$ cat config.mk
export PLATFORM = sky130hd
export DESIGN_NAME = muldiv_unit
export DESIGN_NICKNAME = d
export VERILOG_FILES = /design/src/rtl/muldiv_unit.sv
export SDC_FILE = /design/constraint.sdc
export NUM_CORES = 1
export LEC_CHECK = 0
export BUFFER_PORTS_ARGS = -buffer_cell sky130_fd_sc_hd__clkbuf_2
export CORE_ASPECT_RATIO = 0.9
export CORE_UTILIZATION = 50
export DETAILED_ROUTE_END_ITERATION = 12
export HOLD_SLACK_MARGIN = 0.06
export PLACE_DENSITY_LB_ADDON = 0.3
export SLEW_MARGIN = 20
export SYNTH_ARGS = -nofsm -noshare
export SYNTH_HDL_FRONTEND = slang
export SYNTH_SLANG_ARGS = --single-unit
$ cat constraint.sdc
create_clock -name clk -period 9.9 [get_ports clk]
set_clock_uncertainty 0.2 [all_clocks]
set_input_delay 0.495 -clock clk [delete_from_list [all_inputs] [get_ports clk]]
set_output_delay 0.495 -clock clk [all_outputs]
set_load 0.005 [all_outputs]
$ cat src/rtl/muldiv_unit.sv
// muldiv_unit: iterative multiply/divide unit with architectural HI/LO registers.
// Radix-2 shift-add multiply and restoring divide, one bit per cycle, followed by
// a sign-fix cycle that writes HI/LO. busy stalls the pipeline while running.
// Build option: define MULDIV_DIV_EN to compile the divider (DIV/DIVU); when it
// is undefined, DIV/DIVU starts are ignored and only MULT/MULTU/MTHI/MTLO exist.
`timescale 1ns/1ps

module muldiv_unit #(
  parameter int unsigned WIDTH = 32
) (
  input  logic             clk,
  input  logic             rst,
  input  logic             start,
  input  logic [1:0]       op,
  input  logic [WIDTH-1:0] opa,
  input  logic [WIDTH-1:0] opb,
  input  logic             wehi,
  input  logic             welo,
  input  logic [WIDTH-1:0] wdata,
  output logic             busy,
  output logic             done,
  output logic [WIDTH-1:0] hi,
  output logic [WIDTH-1:0] lo
);

  localparam int unsigned CW = $clog2(WIDTH);
  localparam int unsigned AW = 2 * WIDTH;

  typedef enum logic [1:0] {
    IDLE = 2'd0,
    CALC = 2'd1,
    FIX  = 2'd2
  } state_t;

  state_t           state;
  logic [CW-1:0]    cnt;
  logic [AW-1:0]    acc;    // multiply: {partial product, multiplier}; divide: {remainder, quotient}
  logic [WIDTH-1:0] bq;     // multiplicand magnitude or divisor magnitude
  logic             sa;
  logic             sb;
`ifdef MULDIV_DIV_EN
  logic             is_div;
  logic             dz;     // divisor was zero
`endif

  // Operand magnitudes and start qualification
  logic             sgn_op;
  logic             accept;
  logic [WIDTH-1:0] abs_a;
  logic [WIDTH-1:0] abs_b;

  always_comb begin
    sgn_op = ~op[0];
`ifdef MULDIV_DIV_EN
    accept = start;
`else
    accept = start & ~op[1];
`endif
    abs_a  = (sgn_op && opa[WIDTH-1]) ? -opa : opa;
    abs_b  = (sgn_op && opb[WIDTH-1]) ? -opb : opb;
  end

  // One shift-add multiply step
  logic [WIDTH:0]   mul_sum;
  logic [AW-1:0]    mul_next;

  always_comb begin
    mul_sum  = {1'b0, acc[AW-1:WIDTH]} + (acc[0] ? {1'b0, bq} : (WIDTH+1)'(0));
    mul_next = {mul_sum, acc[WIDTH-1:1]};
  end

`ifdef MULDIV_DIV_EN
  // One restoring divide step
  logic [WIDTH:0]   div_shift;
  logic [WIDTH-1:0] div_diff;
  logic             div_ge;
  logic [AW-1:0]    div_next;

  always_comb begin
    div_shift = acc[AW-1:WIDTH-1];
    div_ge    = div_shift >= {1'b0, bq};
    div_diff  = div_shift[WIDTH-1:0] - bq;
    div_next  = div_ge ? {div_diff, acc[WIDTH-2:0], 1'b1}
                       : {div_shift[WIDTH-1:0], acc[WIDTH-2:0], 1'b0};
  end
`endif

  // Iteration select and sign-corrected final result
  logic [AW-1:0]    step_next;
  logic [AW-1:0]    prod_fix;
  logic [AW-1:0]    result;

  always_comb begin
    prod_fix = (sa ^ sb) ? -acc : acc;
`ifdef MULDIV_DIV_EN
    step_next = is_div ? div_next : mul_next;
    if (is_div) begin
      result[AW-1:WIDTH] = sa ? -acc[AW-1:WIDTH] : acc[AW-1:WIDTH];
      if (dz)
        result[WIDTH-1:0] = '1;
      else
        result[WIDTH-1:0] = (sa ^ sb) ? -acc[WIDTH-1:0] : acc[WIDTH-1:0];
    end else begin
      result = prod_fix;
    end
`else
    step_next = mul_next;
    result    = prod_fix;
`endif
  end

  // Control FSM, datapath registers and HI/LO
  always_ff @(posedge clk or posedge rst) begin
    if (rst) begin
      state  <= IDLE;
      cnt    <= '0;
      acc    <= '0;
      bq     <= '0;
      sa     <= 1'b0;
      sb     <= 1'b0;
`ifdef MULDIV_DIV_EN
      is_div <= 1'b0;
      dz     <= 1'b0;
`endif
      busy   <= 1'b0;
      done   <= 1'b0;
      hi     <= '0;
      lo     <= '0;
    end else begin
      done <= 1'b0;
      case (state)
        IDLE: begin
          if (accept) begin
            sa    <= sgn_op & opa[WIDTH-1];
            sb    <= sgn_op & opb[WIDTH-1];
`ifdef MULDIV_DIV_EN
            is_div <= op[1];
            dz     <= (opb == '0);
`endif
            if (op[1]) begin
              acc <= {WIDTH'(0), abs_a};
              bq  <= abs_b;
            end else begin
              acc <= {WIDTH'(0), abs_b};
              bq  <= abs_a;
            end
            cnt   <= '0;
            busy  <= 1'b1;
            state <= CALC;
          end else if (!start) begin
            if (wehi) hi <= wdata;
            if (welo) lo <= wdata;
          end
        end
        CALC: begin
          acc <= step_next;
          cnt <= cnt + CW'(1);
          if (cnt == CW'(WIDTH - 1)) begin
            cnt   <= '0;
            state <= FIX;
          end
        end
        FIX: begin
          hi    <= result[AW-1:WIDTH];
          lo    <= result[WIDTH-1:0];
          busy  <= 1'b0;
          done  <= 1'b1;
          state <= IDLE;
        end
        default: begin
          busy  <= 1'b0;
          state <= IDLE;
        end
      endcase
    end
  end

endmodule

=== After elaboration in Yosys (flattened, before gate mapping) ===
Cells that the tools add are included.

* Flip-flop bits (word level): 171
* Output and inout bits: 66
* Word-level logic and storage cells: 67

* Add/subtract/negate cells: 5
* Eq/ne operators: 9
* Multiplexer cells: 25
* Bitwise operators: 7
* Reductions and logical operators: 11

{| class="wikitable"
|+ Operators with widths
! operator !! number
|-
| $mux 32 || 11
|-
| $mux 64 || 2
|-
| $pmux 32 s2 || 2
|-
| $pmux 64 s2 || 1
|-
| $neg 32->32 || 2
|-
| $neg 64->64 || 1
|-
| $add 32x32->33 || 1
|-
| $ne 2x2->1 const B || 6
|-
| $mux 5 || 2
|-
| $pmux 5 s2 || 1
|-
| $reduce_and 2->1 || 4
|-
| $reduce_and 4->1 || 2
|-
| $add 5x1->5 const B || 1
|-
| $eq 5x5->1 const B || 1
|-
| $mux 2 || 2
|-
| $pmux 2 s2 || 1
|-
| $reduce_bool 2->1 || 2
|-
| $and 1x1->1 || 3
|-
| $not 1->1 || 3
|-
| $eq 2x1->1 const B || 1
|-
| $eq 2x2->1 const B || 1
|-
| $logic_and 1x1->1 || 2
|-
| $logic_not 2->1 || 1
|-
| $mux 1 || 2
|-
| 2 further kinds || 2
|}

=== Logic depth before layout (Yosys ltp) ===
* Depth in word-level cells: 6
* Mapped depth: 13

=== Least setup slack after synthesis ===
Ideal clock, no wire load.

* Kind: reg-to-reg
* Start: register acc[0]
* End: register acc[59]
* Library setup time: 69 ps
* Arrival time: 3,172 ps
* Data required time: 9,631 ps
* Path slack: 6,459 ps
* Stages on the path, launching flop included: 14
* Cells stage by stage: dfrtp_1 > clkbuf_1 > and2_1 > ha_1 > inv_1 > fa_1 > nor2b_1 > o21ai_0 > nand2_1 > a41oi_1 > o31a_1 > o41a_1 > or4_1 > nand3_1

* Cells in the longest elaborated chain, start to end: 3

{| class="wikitable"
|+ RTL lines
! item !! line !! RTL
|-
| start: declaration || 37 || <nowiki>logic [AW-1:0] acc;</nowiki>
|-
| start signal: assignment || 141 || <nowiki>acc <= {WIDTH'(0), abs_a};</nowiki>
|-
| start signal: assignment || 144 || <nowiki>acc <= {WIDTH'(0), abs_b};</nowiki>
|-
| start signal: assignment || 156 || <nowiki>acc <= step_next;</nowiki>
|-
| $mux 32 || 68 || <nowiki>mul_sum = {1'b0, acc[AW-1:WIDTH]} + (acc[0] ? {1'b0, bq} : (WIDTH+1)'(0));</nowiki>
|-
| $add 32x32->33 || 68 ||
|-
| $pmux 64 s2 || 131 || <nowiki>case (state)</nowiki>
|}

Every way passes these cells.
A chain may end at the register's enable or synchronous reset.

=== Worst setup path after layout ===
Ends and elaborated chain as after synthesis.

==> impl_metrics.yaml <==
status:
  run_status: "finished, final reports clean"
route:
  route.detailed.drc: 0
  vias_per_cell: 6.19
  m1WireLength_um: 17000
  drt_iter0_markers: 1267
  drt_pass1_iterations: 6
  postRouteAntennaNets: 0
  highest_layer: "met4"
  route.vias.total: 11191
  wl_per_cell_um: 20.2
  wl_met2_um: 15000
  wl_met3_um: 3220
  wl_um: 36500
global_route:
  grt_max_degree: 100
  overflow: 0
  antenna_found_initial: 0
  grtUsageTotal_pct: 31.5
  grt_pass1_wl_um: 57300
  first_global_vias: 10138
clock_network:
  cts_hold_buf: 0
  clockBufferDepth: 2
  cts_root_buf: "clkbuf_16"
  cts_tree: "built"
  cts_setup_buffers: 0
  clock_sink_count: 171
  cts_resized: 0
  cts_max_level: 4
  cts_made_buffers: 17
  path_clk_slew_ps: 70
  insertion_delay_ps: 440
logic_synthesis:
  synthTopCellsByArea: "dfrtp_1 (37%), o21ai_0 (7.5%), nand2_1 (5.7%)"
  syn-cell-area_sq_um: 11500
  ys_types: 67
  synth_edf_count: 0
  syn_inst: 1381
  yosys.area.top_type: "dfrtp_1"
  synth_top_flop_cell: "dfrtp_1"
  ys_warn_count: 0
  ys_seq_elements: 171
  synth_area_per_cell_sq_um: 8.31
  synth_top_area_share_pct: 37.3
  async_flop_share_pct: 100
  synth_seq_area_share_pct: 37.3
  syn_nets: 1522
sta:
  max_freq_mhz: 248
  worst_pin_slew_ps: 1060
  rsz0062_at_grt: "no"
  slew_violations: 0
  fin_ws_ps: 5870
  finalHoldViolCount: 0
  tns_ps: 0
  layout_min_cycle_time_ps: 4030
  final-setup-viol-count: 0
  finalCritPeriodShare_pct: 40.7
  slew_headroom_pct: 29.3
  holdWs_ps: 38.5
setup_path:
  start_kind: "flop"
  cp.required_ps: 10080
  r2r_slack_ps: 5870
  worstPathMaxFanout: 34
  endpoint_kind: "flop"
  timing.rr.start: "acc[0]$_DFFE_PP0P_"
  worstPathArrival_ps: 4210
  critical_path_class: "flop to flop"
  r2r-end: "acc[59]$_DFFE_PP0P_"
  r2r.worst_path.cells: 12
floorplan:
  core_area_sq_um: 22500
  die_h_um: 146
  die-area_sq_um: 23600
  die_x_um: 162
  pin_count: 169
  num_rows: 52
  initial_core_util_pct: 51.0
layout:
  final_layout_size_suffix_gt1_share_pct: 15.7
  layout.nets: 1641
  layout.cells.non_filler: 1809
  diodes: 0
  stdcell_area_sq_um: 13100
  syn_to_final_growth_pct: 13.9
  fin_util_pct: 58.1
place:
  placed_cell_area_sq_um: 12500
  globalplace.congestion: 0.992
  dpl_worst_slack_ps: 5890
  io_buffers: 168
  hpwl_um: 27500
  place_inst: 1778
pwr:
  ir_worst_vdd_mv: 0.161
  p_comb_share_pct: 48.9
  p_leak_nw: 5.64
  p_switching_mw: 1.94
  seq_power_share_pct: 35.4
  internal-power_mw: 2.26
  power_switching_share_pct: 46.3
  pwr-share-clk_pct: 15.6
  powerDensity_nw_per_um2: 321
  power_mw: 4.20
job:
  maxCapViolCount: 0
min_path:
  hold_class: "primary input to asynchronous set/reset pin"
[layout make-up]
class                   count  area, sq um
multi-input cells        1105         6840
inverters                  26          103
fillers                  2100         9440
clock inverters            12          114
flip-flops and latches    171         4280
clock buffers              19          443
well taps                 297          372
repair buffers            179          923
[power groups by stage]
stage	registers [mW]	logic, mW	clock network [mW]
floorplan	1.31	1.48	0
finish	1.49	2.06	0.657
detailed placement	1.49	2.03	0
CTS	1.47	2.04	0.662
global placement	1.47	1.98	0
global route	1.53	2.30	0.691
[flip-flops by register name, indices dropped and copies added, names as in the netlist]
| signal | cells |
|---|---|
| acc | 64 |
| bq | 32 |
| busy | 1 |
| cnt | 5 |
| done | 1 |
| hi | 32 |
| lo | 32 |
| sa | 1 |
| sb | 1 |
| state | 2 |
[layer usage]
layer	vias up	track usage (%)
met1	5319	48.3
met5	-	0
met2	561	43.6
li1	5250	-
met4	0	11.1
met3	61	6.36
[critical path, stage by stage, from the launching register on]
cell and delay [ps]:
dfrtp_1 820, and2_1 230, ha_1 160, inv_1 60
fa_1 410, nor2b_1 180, o21ai_0 130, nand2_1 100
a41oi_1 210, o31a_1 400, o41a_1 500, or4_1 480
nand3_1 80
[cell usage after synthesis, types with 4 or more instances]
library cell	n
or3_1	22
nor2_1	109
o22ai_1	13
nor3_1	28
nor4_1	11
o21ai_1	4
a22oi_1	31
a21oi_1	95
inv_1	25
and3_1	7
o211ai_1	6
dfrtp_1	171
nand2b_1	8
nand3_1	27
o41ai_1	8
mux2i_1	9
or4_1	11
a22o_1	7
a211oi_1	7
nand2_1	174
a222oi_1	8
or4_4	5
nor2b_1	7
and2_1	37
o31ai_1	28
xor2_1	65
o31a_1	4
a31oi_1	13
clkbuf_1	75
or2_2	4
o221ai_1	12
o21ai_0	173
ha_1	37
a221oi_1	6
nand4_1	15
a21o_1	6
xnor2_1	61
a41oi_1	4
[cells by family after synthesis]
| logic type | count (synthesis) | synth area share (%) |
|---|---|---|
| simple gates | 480 | 20.2 |
| xor+xnor | 126 | 9.61 |
| compound gates | 450 | 24.3 |
| mux | 11 | 0.981 |
| buf+inv | 105 | 3.46 |
| fa+ha+maj | 38 | 4.21 |
| flops | 171 | 37.3 |
[layout by cell type, fill, tap and decap left out, types with 31 or more instances in the layout]
cell      instances
o21ai_0         173
a22oi_1          31
xnor2_1          60
clkbuf_2        168
xor2_1           64
nor2_1          108
dfrtp_1         171
and2_1           37
a21oi_1          95
ha_1             37
nand2_1         174
[worst max-delay path by stage]
| stage | from | endpoint | slack (ps) | depth (start not counted) |
|---|---|---|---|---|
| after floorplan | rst | acc[0]$_DFFE_PP0P_ | 4570 | 1 |
| after global placement | acc[0]$_DFFE_PP0P_ | acc[59]$_DFFE_PP0P_ | 6010 | 12 |
| after detailed placement | acc[0]$_DFFE_PP0P_ | acc[59]$_DFFE_PP0P_ | 5890 | 12 |
| after CTS | acc[0]$_DFFE_PP0P_ | acc[59]$_DFFE_PP0P_ | 5870 | 12 |
| after global routing | acc[0]$_DFFE_PP0P_ | acc[59]$_DFFE_PP0P_ | 5510 | 12 |
| final | acc[0]$_DFFE_PP0P_ | acc[59]$_DFFE_PP0P_ | 5870 | 12 |
No activity file was read; power rests on OpenSTA's default activity.
